==> src/rtl/breakout_game_ctrl_if.sv <==
// Signal bundle between the breakout game controller and the game datapath / input logic.
// The slave side is the controller; the master side drives the game events.
interface breakout_game_ctrl_if;
    logic        frame_tick;
    logic        start_n;
    logic        brick_hit;
    logic        ball_lost;
    logic [5:0]  bricks_left;
    logic [2:0]  state;
    logic        run_enable;
    logic        serve;
    logic        clear_bricks;
    logic [1:0]  lives;
    logic [15:0] score;
    logic        end_game;

    modport master (
        output frame_tick, start_n, brick_hit, ball_lost, bricks_left,
        input  state, run_enable, serve, clear_bricks, lives, score, end_game
    );

    modport slave (
        input  frame_tick, start_n, brick_hit, ball_lost, bricks_left,
        output state, run_enable, serve, clear_bricks, lives, score, end_game
    );
endinterface

==> src/rtl/breakout_game_ctrl.sv <==
// Game-flow controller for breakout: start/serve/play/lost/over/win sequencing,
// BCD score keeping and lives accounting. Every output comes straight from a register.
module breakout_game_ctrl #(
    parameter int LIVES        = 3,
    parameter int SERVE_FRAMES = 60,
    parameter int LOST_FRAMES  = 90
) (
    input  logic                 clock,
    input  logic                 reset,
    breakout_game_ctrl_if.slave  bus
);
    typedef enum logic [2:0] {
        IDLE  = 3'd0,
        SERVE = 3'd1,
        PLAY  = 3'd2,
        LOST  = 3'd3,
        OVER  = 3'd4,
        WIN   = 3'd5
    } state_t;

    localparam logic [1:0] LIVES_INIT = 2'(LIVES);
    localparam logic [6:0] SERVE_LAST = 7'(SERVE_FRAMES - 1);
    localparam logic [6:0] LOST_LAST  = 7'(LOST_FRAMES - 1);

    state_t      state_q, state_d;
    logic [6:0]  frame_cnt_q, frame_cnt_d;
    logic        start_prev_q;
    logic [15:0] score_q, score_d;
    logic [1:0]  lives_q, lives_d;
    logic        serve_q, serve_d;
    logic        clear_q, clear_d;
    logic        run_q;
    logic        end_q;
    logic        press;

    // Four-digit BCD increment that sticks at 9999 instead of wrapping.
    function automatic logic [15:0] bcd_inc(input logic [15:0] v);
        logic [15:0] r;
        logic        carry;
        r     = v;
        carry = 1'b1;
        if (v != 16'h9999) begin
            for (int i = 0; i < 4; i++) begin
                if (carry) begin
                    if (r[4*i +: 4] == 4'd9) begin
                        r[4*i +: 4] = 4'd0;
                    end else begin
                        r[4*i +: 4] = r[4*i +: 4] + 4'd1;
                        carry       = 1'b0;
                    end
                end
            end
        end
        return r;
    endfunction

    assign press = start_prev_q & ~bus.start_n;

    always_comb begin
        state_d     = state_q;
        frame_cnt_d = bus.frame_tick ? frame_cnt_q + 7'd1 : frame_cnt_q;
        score_d     = score_q;
        lives_d     = lives_q;
        serve_d     = 1'b0;
        clear_d     = 1'b0;
        case (state_q)
            IDLE, OVER, WIN: begin
                if (press) begin
                    state_d = SERVE;
                    score_d = '0;
                    lives_d = LIVES_INIT;
                    serve_d = 1'b1;
                    clear_d = 1'b1;
                end
            end
            SERVE: begin
                if (bus.frame_tick && frame_cnt_q == SERVE_LAST) state_d = PLAY;
            end
            PLAY: begin
                if (bus.brick_hit) score_d = bcd_inc(score_q);
                // A miss outranks a clearing frame in the same cycle.
                if (bus.ball_lost) begin
                    if (lives_q != 2'd0) lives_d = lives_q - 2'd1;
                    state_d = (lives_q <= 2'd1) ? OVER : LOST;
                end else if (bus.frame_tick && bus.bricks_left == 6'd0) begin
                    state_d = WIN;
                end
            end
            LOST: begin
                if (bus.frame_tick && frame_cnt_q == LOST_LAST) begin
                    state_d = SERVE;
                    serve_d = 1'b1;
                end
            end
            default: state_d = IDLE;
        endcase
        if (state_d != state_q) frame_cnt_d = '0;
    end

    always_ff @(posedge clock or posedge reset) begin
        if (reset) begin
            state_q      <= IDLE;
            frame_cnt_q  <= '0;
            start_prev_q <= 1'b1;
            score_q      <= '0;
            lives_q      <= LIVES_INIT;
            serve_q      <= 1'b0;
            clear_q      <= 1'b0;
            run_q        <= 1'b0;
            end_q        <= 1'b0;
        end else begin
            state_q      <= state_d;
            frame_cnt_q  <= frame_cnt_d;
            start_prev_q <= bus.start_n;
            score_q      <= score_d;
            lives_q      <= lives_d;
            serve_q      <= serve_d;
            clear_q      <= clear_d;
            run_q        <= (state_d == PLAY);
            end_q        <= (state_d == OVER) || (state_d == WIN);
        end
    end

    assign bus.state        = state_q;
    assign bus.run_enable   = run_q;
    assign bus.serve        = serve_q;
    assign bus.clear_bricks = clear_q;
    assign bus.lives        = lives_q;
    assign bus.score        = score_q;
    assign bus.end_game     = end_q;
endmodule

==> src/flat_wrapper.sv <==
// flat-port wrapper written by rule: the top's interface ports become plain ports
module breakout_game_ctrl_flat 
#(
    parameter int LIVES        = 3,
    parameter int SERVE_FRAMES = 60,
    parameter int LOST_FRAMES  = 90
)
  (clock, reset, bus_frame_tick, bus_start_n, bus_brick_hit, bus_ball_lost, bus_bricks_left, bus_state, bus_run_enable, bus_serve, bus_clear_bricks, bus_lives, bus_score, bus_end_game);
  breakout_game_ctrl_if bus_i ();
  input  logic clock;
  input  logic reset;
  input wire logic [$bits(bus_i.frame_tick)-1:0] bus_frame_tick;
  input wire logic [$bits(bus_i.start_n)-1:0] bus_start_n;
  input wire logic [$bits(bus_i.brick_hit)-1:0] bus_brick_hit;
  input wire logic [$bits(bus_i.ball_lost)-1:0] bus_ball_lost;
  input wire logic [$bits(bus_i.bricks_left)-1:0] bus_bricks_left;
  output wire logic [$bits(bus_i.state)-1:0] bus_state;
  output wire logic [$bits(bus_i.run_enable)-1:0] bus_run_enable;
  output wire logic [$bits(bus_i.serve)-1:0] bus_serve;
  output wire logic [$bits(bus_i.clear_bricks)-1:0] bus_clear_bricks;
  output wire logic [$bits(bus_i.lives)-1:0] bus_lives;
  output wire logic [$bits(bus_i.score)-1:0] bus_score;
  output wire logic [$bits(bus_i.end_game)-1:0] bus_end_game;
  assign bus_i.frame_tick = bus_frame_tick;
  assign bus_i.start_n = bus_start_n;
  assign bus_i.brick_hit = bus_brick_hit;
  assign bus_i.ball_lost = bus_ball_lost;
  assign bus_i.bricks_left = bus_bricks_left;
  assign bus_state = bus_i.state;
  assign bus_run_enable = bus_i.run_enable;
  assign bus_serve = bus_i.serve;
  assign bus_clear_bricks = bus_i.clear_bricks;
  assign bus_lives = bus_i.lives;
  assign bus_score = bus_i.score;
  assign bus_end_game = bus_i.end_game;
  breakout_game_ctrl #(.LIVES(LIVES), .SERVE_FRAMES(SERVE_FRAMES), .LOST_FRAMES(LOST_FRAMES)) u_core (.clock(clock), .reset(reset), .bus(bus_i));
endmodule
==> config.mk <==
export PLATFORM = sky130hd
export DESIGN_NAME = breakout_game_ctrl_flat
export DESIGN_NICKNAME = d
export VERILOG_FILES = /design/src/rtl/breakout_game_ctrl_if.sv /design/src/rtl/breakout_game_ctrl.sv /design/src/flat_wrapper.sv
export SDC_FILE = /design/constraint.sdc
export NUM_CORES = 1
export LEC_CHECK = 0
export CORE_MARGIN = 5
export CORE_UTILIZATION = 50
export CTS_BUF_LIST = sky130_fd_sc_hd__clkbuf_16
export CTS_CLUSTER_SIZE = 16
export DETAILED_ROUTE_END_ITERATION = 8
export PLACE_DENSITY = 0.77
export SLEW_MARGIN = 20
export SYNTH_ARGS = -nofsm -noshare
export SYNTH_HDL_FRONTEND = slang
export SYNTH_SLANG_ARGS = --single-unit
export TNS_END_PERCENT = 5
==> constraint.sdc <==
create_clock -name clock -period 2 [get_ports clock]
set_input_delay 0.3 -clock clock [delete_from_list [all_inputs] [get_ports clock]]
set_output_delay 0.3 -clock clock [all_outputs]
set_load 0.02 [all_outputs]
==> run metrics <==
Cell Pwr Density slightly below 900 nW/um^2; pin count of the biggest net entering global routing 34; Syn Nets 218; Buffers on Ports 36; max cap viols 0; Routed WL per cell roughly 15 um; Setup Crit Path Kind flop to flop; Avg Inst Size Synth 10.0 sq um; mux share of post-synthesis cell area 0.0154; Worst Path Arrival 2.10 ns; clock sinks 33; commonest non-fill, non-tap cells in the layout 36 x clkdlybuf4s50_1, 30 x dfrtp_1, 13 x buf_4; Pleak about 1.1 nW; post-layout min period 1.94 ns; total CTS buffers 5; fin crit share 0.969; vias in the first global route between 1,500 and 2,000; met3 WL 221 um; fmax 0.516 GHz; Critical Path End Type flop; mapped cell area just under 2000 sq um; drt first pass iters 4; Post-Place Cell Area ~2400 sq um; post-detailed-route count of antenna-violating nets 0; initial drt markers 83; top post-synthesis cells by area dfrtp_1 39%, ha_1 7.7%, dfstp_2 4.0%; dominant cell type by area after synthesis dfrtp_1; IO Pins 37; deepest clock path buffer count 2; CTS tree yes; initial antenna violation count 0; largest family of logic cells by synthesized area simple AND/OR/NAND/NOR gates; Detailed Place HPWL 3330 um; Worst slew margin 0.682; post-synthesis xor/xnor area fraction 0.0270; post-DR vias/cell 5.85; Core Area between 3000 and 4000 sq um; ys async rst share 1.00; adder-cell share of the synthesized area 0.0770; GP Congestion ~0.85; H-tree depth 2; Final Max Tran Viols 0; Final Hold Slack ~0.38 ns; Setup Viol. Count Final 0; worst clock skew 0.00516 ns; final wirelength 4520 um; die height 72.4 um; GR Overflow Total 0; worst vdd ir 0.000590 V; final layout net count roughly 270; Max Used Layer met4; Initial Util 0.525; worst skew pair latency around 0.27 ns; standard-cell rows 22; post-synthesis simple-gate area fraction 0.232; Clock transition at path regs about 0.05 ns; Seq cells post-synth 33; Post-synth top flop dfrtp_1; Global Route Usage Sum 0.193; Root Buffer clkbuf_16; Post-Synthesis Cells 194; Die W roughly 72 um; first-pass GRT wire length about 8000 um; Crit Path Max Fanout 7; Final Hold Viols 0; Synth top area share 0.385; Synth Area in Compound Gates 0.178; Hold Path Class input pin to asynchronous set/reset pin; Met1 Routed Length between 2000 and 2500 um; Met2 Routed Length about 2200 um; RSZ-0062 raised after global routing true; Via Count 1,713; cell area after layout between 2000 and 3000 sq um; number of synthesized flops with an enable pin 0; commonest non-fill, non-tap cell in the layout clkdlybuf4s50_1; final setup margin between 0.06 and 0.07 ns; CP Launch Type flop; Area Growth Syn to Fin 33.3%; Core Util, Final 0.699; drt drc 0; Die ar. between 5000 and 6000 sq um; synth unique cells 51; total power 2.25 mW; Hold Buf Count CTS 0; # diodes 0; Warnings, synthesis 0; critical path data required time between 2 and 2.5 ns; Setup Slack @ Placement -0.0275 ns; Worst Tran Pin Value ~0.48 ns; status completed; share of layout cells above drive strength 1 0.131; sequential-to-total area share from yosys stat 0.426
Yosys cell counts (all sizes together), types with 4 or more instances:
cell type  count
dfrtp         30
ha            12
inv           12
a21oi         10
o21ai          9
nor2           8
nor4           8
nand3          7
buf            6
nand2          6
a31oi          5
nand3b         5
nand4          5
nor2b          4
nor3           4
o22ai          4
flip-flops by register name (all words and copies together) (netlist names):
| signal | cells |
|---|---|
| u_core.bus.run_enable | 1 |
| u_core.bus.clear_bricks | 1 |
| u_core.start_prev_q | 1 |
| u_core.bus.end_game | 1 |
| u_core.bus.state | 3 |
| u_core.bus.score | 16 |
| u_core.bus.serve | 1 |
| u_core.bus.lives | 2 |
| u_core.frame_cnt_q | 7 |
cell type report:
type | count | area (sq um)
inverters | 12 | 45.0
clock inverters | 3 | 12.5
repair buffers | 50 | 478
well taps | 48 | 60.1
flip-flops and latches | 33 | 830
clock buffers | 5 | 125
multi-input cells | 142 | 1050
fillers | 296 | 1120
through the flow:
step           std cells  TNS (ns)
6_report             293         0
5_1_grt              293    -0.282
4_1_cts              293         0
3_5_place_dp         285   -0.0655
3_3_place_gp         285         0
2_1_floorplan        194         0
worst paths after layout:
kind | start | end | slack, ns | cells after the start
hold reg to reg | u_core.bus.score[8] | u_core.bus.score[8] | 0.56 | 1
setup reg to reg | u_core.bus.lives[1] | u_core.frame_cnt_q[6] | 0.06 | 6
min in group clock | u_core.bus.score[8] | u_core.bus.score[8] | 0.56 | 1
max in group asynchronous | reset | u_core.bus.lives[0] | 1.38 | 3
hold / removal | reset | u_core.bus.state[2] | 0.38 | 3
setup / recovery | u_core.bus.lives[1] | u_core.frame_cnt_q[6] | 0.06 | 6
critical path, stage by stage (launching register included):
cell and delay, ns:
dfstp_2 0.53, inv_1 0.05, ha_1 0.18, nand2b_1 0.16, a22o_1 0.20, a211o_1 0.40, nor4_1 0.32
metal layers:
metal  vias to the layer above  global-route usage
li1                        834                   -
met1                       830               0.258
met2                        43               0.309
met3                         6              0.0499
met4                         0              0.0574
met5                         -                   0
kinds of logic (layout without fill, tap and decap cells):
family                     Yosys count  in the layout
and+or+nand+nor                     69             69
AOI/OAI and AO/OA                   52             52
DFF                                 33             33
buffers and inverters               19             70
adders and majority gates           12             12
xor gates and xnor gates             6              6
muxes                                3              3
what timing repair did:
action,4_1_cts,5_1_grt
endpoints found under the setup margin,0,8
buffers inserted,0,0
resized for setup,0,2
report_power, final:
| group | switching, mW | internal [mW] |
|---|---|---|
| combinational | 0.297 | 0.301 |
| clock | 0.257 | 0.449 |
| sequential | 0.151 | 0.794 |
(Power assumes the default switching activity.)
